--- src/rtl/wb_forward_stage_if.sv ---
`default_nettype none
// ============================================================================
// Module  : wb_forward_stage_if
// Brief   : Execute-side, register-file write-port and decode-forwarding
//           signal bundle for the write-back stage.
// Revision: 1.0 - initial release
// ============================================================================
interface wb_forward_stage_if #(
  parameter int DATA_W = 8,
  parameter int ADDR_W = 3
);
  logic              ex_valid;
  logic              ex_write_reg;
  logic [ADDR_W-1:0] ex_rDest;
  logic [DATA_W-1:0] ex_result;
  logic              stall;
  logic              flush;
  logic [ADDR_W-1:0] rSrc;
  logic [DATA_W-1:0] rf_srcData;
  logic              write_reg;
  logic [ADDR_W-1:0] rDest;
  logic [DATA_W-1:0] writeData;
  logic [DATA_W-1:0] fwd_srcData;
  logic [1:0]        fwd_hit;
  logic [7:0]        retire_count;

  // Upstream / pipeline control side
  modport master (
    output ex_valid, ex_write_reg, ex_rDest, ex_result, stall, flush,
           rSrc, rf_srcData,
    input  write_reg, rDest, writeData, fwd_srcData, fwd_hit, retire_count
  );

  // Write-back stage side
  modport slave (
    input  ex_valid, ex_write_reg, ex_rDest, ex_result, stall, flush,
           rSrc, rf_srcData,
    output write_reg, rDest, writeData, fwd_srcData, fwd_hit, retire_count
  );
endinterface
`default_nettype wire

--- src/rtl/wb_forward_stage.sv ---
`default_nettype none
// ============================================================================
// Module  : wb_forward_stage
// Brief   : Two-slot (EX/MEM, MEM/WB) write-back pipeline driving the
//           register-file write port, forwarding in-flight results to the
//           decode operand path and counting retired instructions.
// Revision: 1.0 - initial release
// ============================================================================
module wb_forward_stage #(
  parameter int DATA_W = 8,
  parameter int ADDR_W = 3
) (
  input  wire logic         clk,
  input  wire logic         reset,
  wb_forward_stage_if.slave bus
);

  localparam logic [1:0] c_HIT_RF = 2'b00;
  localparam logic [1:0] c_HIT_S1 = 2'b01;
  localparam logic [1:0] c_HIT_S2 = 2'b10;

  // S1 (EX/MEM) slot
  logic              r_s1_valid;
  logic              r_s1_wr;
  logic [ADDR_W-1:0] r_s1_dest;
  logic [DATA_W-1:0] r_s1_data;
  // S2 (MEM/WB) slot
  logic              r_s2_valid;
  logic              r_s2_wr;
  logic [ADDR_W-1:0] r_s2_dest;
  logic [DATA_W-1:0] r_s2_data;

  logic [7:0]        r_retire_count;

  logic [DATA_W-1:0] w_fwd_data;
  logic [1:0]        w_fwd_hit;
  logic              w_s1_match;
  logic              w_s2_match;

  // S2 advances from S1 on any non-stalled edge; flushes still let S1 retire.
  always_ff @(posedge clk or posedge reset) begin
    if (reset) begin
      r_s2_valid     <= 1'b0;
      r_s2_wr        <= 1'b0;
      r_s2_dest      <= '0;
      r_s2_data      <= '0;
      r_retire_count <= 8'd0;
    end else if (!bus.stall) begin
      r_s2_valid <= r_s1_valid;
      r_s2_wr    <= r_s1_wr;
      r_s2_dest  <= r_s1_dest;
      r_s2_data  <= r_s1_data;
      if (r_s1_valid) begin
        r_retire_count <= r_retire_count + 8'd1;
      end
    end
  end

  // S1 captures the execute result; flush empties it even during a stall.
  always_ff @(posedge clk or posedge reset) begin
    if (reset) begin
      r_s1_valid <= 1'b0;
      r_s1_wr    <= 1'b0;
      r_s1_dest  <= '0;
      r_s1_data  <= '0;
    end else if (bus.flush) begin
      r_s1_valid <= 1'b0;
    end else if (!bus.stall) begin
      r_s1_valid <= bus.ex_valid;
      r_s1_wr    <= bus.ex_write_reg;
      r_s1_dest  <= bus.ex_rDest;
      r_s1_data  <= bus.ex_result;
    end
  end

  assign w_s1_match = r_s1_valid && r_s1_wr && (r_s1_dest == bus.rSrc);
  assign w_s2_match = r_s2_valid && r_s2_wr && (r_s2_dest == bus.rSrc);

  // Operand forwarding: newest pending write to rSrc wins over older ones.
  always_comb begin
    w_fwd_data = bus.rf_srcData;
    w_fwd_hit  = c_HIT_RF;
    if (w_s1_match) begin
      w_fwd_data = r_s1_data;
      w_fwd_hit  = c_HIT_S1;
    end else if (w_s2_match) begin
      w_fwd_data = r_s2_data;
      w_fwd_hit  = c_HIT_S2;
    end
  end

  // Write port comes straight from S2 flops so it is glitch-free.
  assign bus.write_reg    = r_s2_valid & r_s2_wr;
  assign bus.rDest        = r_s2_dest;
  assign bus.writeData    = r_s2_data;
  assign bus.fwd_srcData  = w_fwd_data;
  assign bus.fwd_hit      = w_fwd_hit;
  assign bus.retire_count = r_retire_count;

endmodule
`default_nettype wire

--- src/flat_wrapper.sv ---
// flat-port wrapper written by rule: the top's interface ports become plain ports
module wb_forward_stage_flat 
#(
  parameter int DATA_W = 8,
  parameter int ADDR_W = 3
)
  (clk, reset, bus_ex_valid, bus_ex_write_reg, bus_ex_rDest, bus_ex_result, bus_stall, bus_flush, bus_rSrc, bus_rf_srcData, bus_write_reg, bus_rDest, bus_writeData, bus_fwd_srcData, bus_fwd_hit, bus_retire_count);
  wb_forward_stage_if #(.DATA_W(DATA_W), .ADDR_W(ADDR_W)) bus_i ();
  input  wire logic clk;
  input  wire logic reset;
  input wire logic [$bits(bus_i.ex_valid)-1:0] bus_ex_valid;
  input wire logic [$bits(bus_i.ex_write_reg)-1:0] bus_ex_write_reg;
  input wire logic [$bits(bus_i.ex_rDest)-1:0] bus_ex_rDest;
  input wire logic [$bits(bus_i.ex_result)-1:0] bus_ex_result;
  input wire logic [$bits(bus_i.stall)-1:0] bus_stall;
  input wire logic [$bits(bus_i.flush)-1:0] bus_flush;
  input wire logic [$bits(bus_i.rSrc)-1:0] bus_rSrc;
  input wire logic [$bits(bus_i.rf_srcData)-1:0] bus_rf_srcData;
  output wire logic [$bits(bus_i.write_reg)-1:0] bus_write_reg;
  output wire logic [$bits(bus_i.rDest)-1:0] bus_rDest;
  output wire logic [$bits(bus_i.writeData)-1:0] bus_writeData;
  output wire logic [$bits(bus_i.fwd_srcData)-1:0] bus_fwd_srcData;
  output wire logic [$bits(bus_i.fwd_hit)-1:0] bus_fwd_hit;
  output wire logic [$bits(bus_i.retire_count)-1:0] bus_retire_count;
  assign bus_i.ex_valid = bus_ex_valid;
  assign bus_i.ex_write_reg = bus_ex_write_reg;
  assign bus_i.ex_rDest = bus_ex_rDest;
  assign bus_i.ex_result = bus_ex_result;
  assign bus_i.stall = bus_stall;
  assign bus_i.flush = bus_flush;
  assign bus_i.rSrc = bus_rSrc;
  assign bus_i.rf_srcData = bus_rf_srcData;
  assign bus_write_reg = bus_i.write_reg;
  assign bus_rDest = bus_i.rDest;
  assign bus_writeData = bus_i.writeData;
  assign bus_fwd_srcData = bus_i.fwd_srcData;
  assign bus_fwd_hit = bus_i.fwd_hit;
  assign bus_retire_count = bus_i.retire_count;
  wb_forward_stage #(.DATA_W(DATA_W), .ADDR_W(ADDR_W)) u_core (.clk(clk), .reset(reset), .bus(bus_i));
endmodule
--- config.mk ---
export PLATFORM = sky130hd
export DESIGN_NAME = wb_forward_stage_flat
export DESIGN_NICKNAME = d
export VERILOG_FILES = /design/src/rtl/wb_forward_stage_if.sv /design/src/rtl/wb_forward_stage.sv /design/src/flat_wrapper.sv
export SDC_FILE = /design/constraint.sdc
export NUM_CORES = 1
export LEC_CHECK = 0
export ABC_CLOCK_PERIOD_IN_PS = 2900
export BUFFER_PORTS_ARGS = -buffer_cell sky130_fd_sc_hd__buf_2
export CORE_MARGIN = 2
export CORE_UTILIZATION = 52
export DETAILED_ROUTE_END_ITERATION = 12
export PLACE_DENSITY = 0.83
export SETUP_SLACK_MARGIN = 0.15
export SLEW_MARGIN = 30
export SYNTH_ARGS = -nofsm -noshare
export SYNTH_HDL_FRONTEND = slang
export SYNTH_SLANG_ARGS = --single-unit
--- constraint.sdc ---
create_clock -name clk -period 2.9 [get_ports clk]
set_input_delay 0.145 -clock clk [delete_from_list [all_inputs] [get_ports clk]]
set_output_delay 0.145 -clock clk [all_outputs]
set_load 0.005 [all_outputs]
==> summary.txt, run 1 <==
Min path
  • Hold worst-path end: u_core.r_s1_data[5]
  • Beginning of the worst hold path: bus_ex_result[5]
  • Min-Delay Path Class: in -> reg
  • Hold depth: 2

Worst setup path
  • CP startpoint kind: flop
  • Crit-path cells: xor2_1 > nor4_4 > and2b_2 > buf_2
  • FF-to-FF Start: u_core.r_s1_valid
  • Critical Path Fanout Max: 18
  • R2r endpoint: u_core.bus.retire_count[7]
  • FF-to-FF path depth: 4
  • Top delay family on crit path: simple AND/OR/NAND/NOR gates
  • Buffers & Inverters on Critical Path: 1
  • WP data arrival: 2.08 ns
  • CP Capture Type: primary output
  • Worst path max stage delay: 0.73 ns
  • R2R Setup Slk: 1.60 ns
  • Worst Path Required: 2.76 ns
  • CP max-delay cell: nor4_4
  • Critical path type: reg -> out

Synth
  • Top_reg_cell synth: dfrtp_1
  • Yosys warning count: 0
  • Synth Area in Simple Gates: 8.71%
  • Cell variety after synth: 22
  • Synth Cell Area: 1580 um2
  • Seq cells post-synth: 34
  • Async SR Flop Fraction: 100%
  • Mean post-synth cell area: 13.1 um2
  • Register area share after synthesis: 53.8%
  • Largest family of logic cells by synthesized area: multiplexers
  • Post-synthesis adder-cell area fraction: 0.792%
  • Post-Syn Nets: 150
  • EDFF count, synth: 0
  • Synth Area in Compound Gates: 3.25%
  • Cell count after synthesis: 121
  • Multiplexer share of the synthesized area: 23.5%
  • Synth Area in XOR/XNOR: 7.21%

Global routing
  • Vias in the first global route: 1106
  • Antenna violations before repair: 0
  • GR Util All Layers: 19.5%
  • Largest net degree at the start of global routing: 24
  • First-pass GRT wire length: 4860 um
  • Global route overflow: 0

STA
  • Layout Skew: 0.00637 ns
  • Final setup violation count: 0
  • PnR worst setup slack: 0.678 ns
  • Fin crit share: 76.6%
  • Hold Slack: 0.0358 ns
  • Final critical-path required period: 2.22 ns
  • Worst-margin pin slew: 0.821 ns
  • Hold Fails Final Rpt: 0
  • RSZ-0062 raised after global routing: false
  • Slew Viols, Final: 0
  • Setup tns final: 0 ns
  • Slew Limit Headroom: 45.2%
  • Fmax: 450 MHz

Floorplan
  • Die H: 59.1 um
  • Ports: 58
  • Die Footprint: 3500 um2
  • Initial core utilization: 53.1%
  • FP Rows: 20
  • DIE WIDTH: 59.1 um
  • Core area: 2980 um2

Layout
  • Design area: 1950 um2
  • Most frequent cells in the layout: buf_2 (57), dfrtp_1 (34), mux2_2 (25)
  • Most common cell after layout, fill and taps aside: buf_2
  • Layout cells sized above 1: 50.8%
  • # diodes: 0
  • Post-layout util: 65.4%
  • Non-filler cells, final: 216
  • Final nets: 212
  • Layout area overhead: 23.3%
  • Fillers: 251

Power
  • Leakage: 0.939 nW
  • Cell area power density: 567 nW/um2
  • Max VDD drop: 0.000418 V
  • Tot Pwr: 1.11 mW

Detailed routing
  • Vias: 1151
  • WL final: 2930 um
  • Post-route DRC: 0
  • Vias/cell: 5.33
  • DR iter-0 viols: 49
  • Routed len/inst: 13.6 um
  • DR pass1 iterations: 4
  • Detail Route Antenna Nets: 0

CTS
  • Clk Latency, worst-skew pair: 0.33 ns
  • Post-CTS sizing: 0
  • CTS H-Tree Depth: 2
  • Clk slew on worst S/H paths: 0.09 ns
  • Num CTS Buffers: 5
  • CTS tree: built
  • CTS Sinks: 34
  • Clock Tree Root: clkbuf_4
  • Clk buf depth: 2

Placement
  • Post-detail-place hpwl: 2240 um
  • Port-buffer cells: 57
  • Pre-CTS setup slack: 1.01 ns
  • GP Congestion: 0.784
  • Placement Cell Area: 1880 um2
  • Placed Cells: 207

Job
  • Max cap viols: 0

Run status
  • Outcome: finished, final reports clean
==> sequential cells by signal (all words and copies together), names as in the netlist <==
| register | count |
|---|---|
| u_core.r_s1_wr | 1 |
| u_core.bus.rDest | 3 |
| u_core.r_s2_valid | 1 |
| u_core.r_s1_valid | 1 |
| u_core.r_s1_dest | 3 |
| u_core.r_s2_wr | 1 |
| u_core.r_s1_data | 8 |
| u_core.bus.writeData | 8 |
| u_core.bus.retire_count | 8 |
==> worst max path at each step <==
stage	start	to	slack, ns	depth (start not counted)
2_1_floorplan	u_core.r_s1_dest[2]	bus_fwd_srcData[0]	1.48	5
3_3_place_gp	u_core.r_s1_dest[2]	bus_fwd_hit[1]	1.07	4
3_5_place_dp	u_core.r_s1_dest[2]	bus_fwd_hit[1]	1.01	4
4_1_cts	u_core.r_s1_dest[2]	bus_fwd_hit[1]	0.63	4
5_1_grt	u_core.r_s1_dest[2]	bus_fwd_srcData[5]	0.44	4
6_report	u_core.r_s1_dest[2]	bus_fwd_hit[1]	0.68	4
==> synth_stat cells (2+ instances only) <==
| library cell | n | share of area [%] |
|---|---|---|
| and4_1 | 3 | 1.7 |
| buf_2 | 4 | 1.3 |
| dfrtp_1 | 34 | 54 |
| mux2_2 | 25 | 18 |
| mux2i_1 | 9 | 5.7 |
| nand2_1 | 10 | 2.4 |
| nand3_1 | 3 | 0.95 |
| nor2_1 | 2 | 0.48 |
| o21ai_0 | 7 | 2.2 |
| xnor2_1 | 7 | 3.9 |
| xor2_1 | 6 | 3.3 |
==> cell type report <==
| type | count | area (um2) | area share, % |
|---|---|---|---|
| Timing Repair Buffer | 61 | 320 | 16.4 |
| Inverter | 1 | 3.75 | 0.193 |
| Multi-Input combinational cell | 80 | 687 | 35.3 |
| Tap cell | 33 | 41.3 | 2.12 |
| Sequential cell | 34 | 851 | 43.7 |
| Clock buffer | 7 | 45.0 | 2.31 |
==> logic make-up after synthesis <==
| group | count (synthesis) |
|---|---|
| simple gates | 23 |
| mux | 34 |
| xor+xnor | 13 |
| flops | 34 |
| buf+inv | 7 |
| fa+ha+maj | 1 |
| compound gates | 9 |
==> power breakdown <==
| part | leakage, nW | total (mW) | switching, mW | internal [mW] |
|---|---|---|---|---|
| clock | 0.0254 | 0.234 | 0.143 | 0.0912 |
| combinational | 0.499 | 0.242 | 0.0968 | 0.145 |
| sequential | 0.414 | 0.629 | 0.0712 | 0.558 |
| total | 0.939 | 1.11 | 0.311 | 0.794 |
==> per-layer routing <==
metal	vias to the layer above	part of all wire, %	track usage [%]
met5	-	0	0
met4	0	1.7	7.79
met3	8	6.9	7.86
met2	42	50	32.9
met1	556	41	22.0
li1	545	-	-
==> repair_timing <==
action / in CTS / in global routing
setup buffers: 0 / 0
hold buffers: 2 / 0
endpoints found under the setup margin: 0 / 0
endpoints found under the hold margin: 23 / 0
(Power assumes the default switching activity.)
==> run 2, diff against run 1 <==
--- a/config.mk
+++ b/config.mk
@@ -5,12 +5,12 @@
 export SDC_FILE = /design/constraint.sdc
 export NUM_CORES = 1
 export LEC_CHECK = 0
-export ABC_CLOCK_PERIOD_IN_PS = 2900
+export ABC_CLOCK_PERIOD_IN_PS = 2200
 export BUFFER_PORTS_ARGS = -buffer_cell sky130_fd_sc_hd__buf_2
 export CORE_MARGIN = 2
-export CORE_UTILIZATION = 52
+export CORE_UTILIZATION = 48
 export DETAILED_ROUTE_END_ITERATION = 12
-export PLACE_DENSITY = 0.83
+export PLACE_DENSITY = 0.78
 export SETUP_SLACK_MARGIN = 0.15
 export SLEW_MARGIN = 30
 export SYNTH_ARGS = -nofsm -noshare
==> constraint.sdc (replaced) <==
create_clock -name clk -period 2.2 [get_ports clk]
set_input_delay 0.11 -clock clk [delete_from_list [all_inputs] [get_ports clk]]
set_output_delay 0.11 -clock clk [all_outputs]
set_load 0.005 [all_outputs]
==> run 2 against run 1 <==
Effect of this change:
- register-to-register slack lost 0.73 ns
- first-iteration DRC count fell by 41%
- flip-flop and latch count unchanged
- clock-buffer cell count stayed put
- sequential share of layout area is 1.5 points lower
- final cell count rose by 7.9%
- critical path depth increased by 1
- clock skew is 0.0039 ns lower
- clock power rose by 28%
- die area is 7.8% higher
- largest power group unchanged
==> summary.txt, run 2 (synthesis results as in run 1) <==
Run status
  • Outcome: finished, final reports clean

Global routing
  • GR Util All Layers: 18.1%
  • Largest net degree at the start of global routing: 35
  • Global route overflow: 0
  • Antenna violations before repair: 0
  • Vias in the first global route: 1111
  • First-pass GRT wire length: 4810 um

Power
  • Clock share of power: 20.5%
  • Tot Pwr: 1.46 mW
  • Switch share: 27.9%
  • Cell area power density: 726 nW/um2
  • Max VDD drop: 0.000469 V
  • Leakage: 0.968 nW
  • Combinational Power Share: 22.7%
  • Net Sw Power: 0.408 mW
  • Reg power frac: 56.8%
  • Internal power: 1.06 mW

STA
  • Slew Viols, Final: 0
  • Final setup violation count: 0
  • Final critical-path required period: 1.86 ns
  • Slew Limit Headroom: 72.3%
  • Layout Skew: 0.00244 ns
  • Hold Slack: 0.0130 ns
  • RSZ-0062 raised after global routing: false
  • Hold Fails Final Rpt: 0
  • Fmax: 537 MHz
  • Setup tns final: 0 ns
  • PnR worst setup slack: 0.339 ns
  • Worst-margin pin slew: 0.416 ns
  • Fin crit share: 84.6%

Worst setup path
  • Worst setup endpoint: bus_fwd_srcData[2]
  • Critical path type: reg -> out
  • FF-to-FF Start: u_core.r_s1_valid
  • CP Capture Type: primary output
  • CP startpoint kind: flop
  • R2r endpoint: u_core.bus.retire_count[5]
  • WP data arrival: 1.75 ns
  • Critical Path Fanout Max: 9
  • FF-to-FF path depth: 4
  • R2R Setup Slk: 0.87 ns
  • Critical Path Start: u_core.bus.rDest[1]
  • Worst Path Required: 2.09 ns

Layout
  • Post-layout util: 65.0%
  • Fillers: 264
  • Design area: 2020 um2
  • Layout area overhead: 27.6%
  • Final nets: 218
  • # diodes: 0
  • Non-filler cells, final: 233
  • Most common cell after layout, fill and taps aside: buf_2
  • Layout cells sized above 1: 51.3%
  • Most frequent cells in the layout: buf_2 (57), dfrtp_1 (34), mux2_2 (25)

Placement
  • Placed Cells: 220
  • Pre-CTS setup slack: 0.455 ns
  • Post-detail-place hpwl: 2270 um
  • GP Congestion: 0.726
  • Placement Cell Area: 1910 um2
  • Port-buffer cells: 57

Min path
  • Hold depth: 2
  • Min-Delay Path Class: in -> reg

Detailed routing
  • Vias: 1136
  • Routed len/inst: 13.4 um
  • Post-route DRC: 0
  • DR iter-0 viols: 29
  • Detail Route Antenna Nets: 0
  • DR pass1 iterations: 4
  • WL final: 3130 um
  • Vias/cell: 4.88

CTS
  • Clock Tree Root: clkbuf_4
  • CTS tree: built
  • Clk buf depth: 2
  • Clk Latency, worst-skew pair: 0.32 ns
  • Num CTS Buffers: 5
  • CTS Sinks: 34
  • CTS H-Tree Depth: 2
  • Clk slew on worst S/H paths: 0.09 ns

Floorplan
  • DIE WIDTH: 61.4 um
  • Initial core utilization: 50.9%
  • FP Rows: 20
  • Core area: 3100 um2
  • Die H: 61.4 um
  • Ports: 58
  • Die Footprint: 3770 um2

Job
  • Max cap viols: 0
==> run 2: changes by cell type in the layout (fill, tap and decap cells not counted), sizes merged <==
cell and change:
buf +3, dlygate4sd3 +3
==> run 2: final cells by class <==
class | instances | area, um2 | share of cell area [%]
multi-input combinational | 80 | 689 | 34.2
clock buffer | 7 | 45.0 | 2.23
timing repair buffer | 67 | 373 | 18.5
sequential | 34 | 851 | 42.2
tap | 44 | 55.1 | 2.73
inverter | 1 | 3.75 | 0.186
==> run 2: power by group through the flow <==
stage                     sequential, mW  clock (mW)  combinational, mW
after floorplan                    0.833           0              0.178
after global placement             0.831           0              0.314
after detailed placement           0.844           0              0.328
after CTS                          0.831       0.315              0.334
after global routing               0.847       0.349              0.371
final                              0.831       0.300              0.332
==> run 2: how the worst min path moves through the flow <==
stage                           startpoint                         end  slack (ns)
after CTS                  bus_ex_rDest[2]         u_core.r_s1_dest[2]       0.001
after detailed placement             reset         u_core.r_s1_data[5]        0.22
after floorplan                  bus_flush           u_core.r_s1_valid        0.18
after global placement               reset  u_core.bus.retire_count[7]        0.21
final                     bus_ex_result[2]         u_core.r_s1_data[2]        0.01
after global routing      bus_ex_result[1]         u_core.r_s1_data[1]      0.0009
==> run 2: routing by layer <==
| metal | vias to the layer above | global-route usage, % | routed length (um) |
|---|---|---|---|
| li1 | 556 | - | - |
| met1 | 537 | 21.1 | 1310 |
| met2 | 37 | 30.5 | 1580 |
| met3 | 6 | 6.93 | 200 |
| met4 | 0 | 6.38 | 40 |
| met5 | - | 0 | 0 |
==> run 2: worst max-delay path, cell delays in order, from the launching register on <==
cell	delay (ns)
dfrtp_1	0.41
xnor2_1	0.20
and4_4	0.36
mux2i_1	0.21
o21ai_0	0.10
buf_2	0.14
==> run 2: timing repair <==
action / in CTS / in global routing
hold endpoints to repair: 36 / 2
hold buffers: 3 / 2
gates resized for setup: 1 / 1
pin swaps: 1 / 0
setup endpoints to repair: 8 / 1
setup buffers: 1 / 0
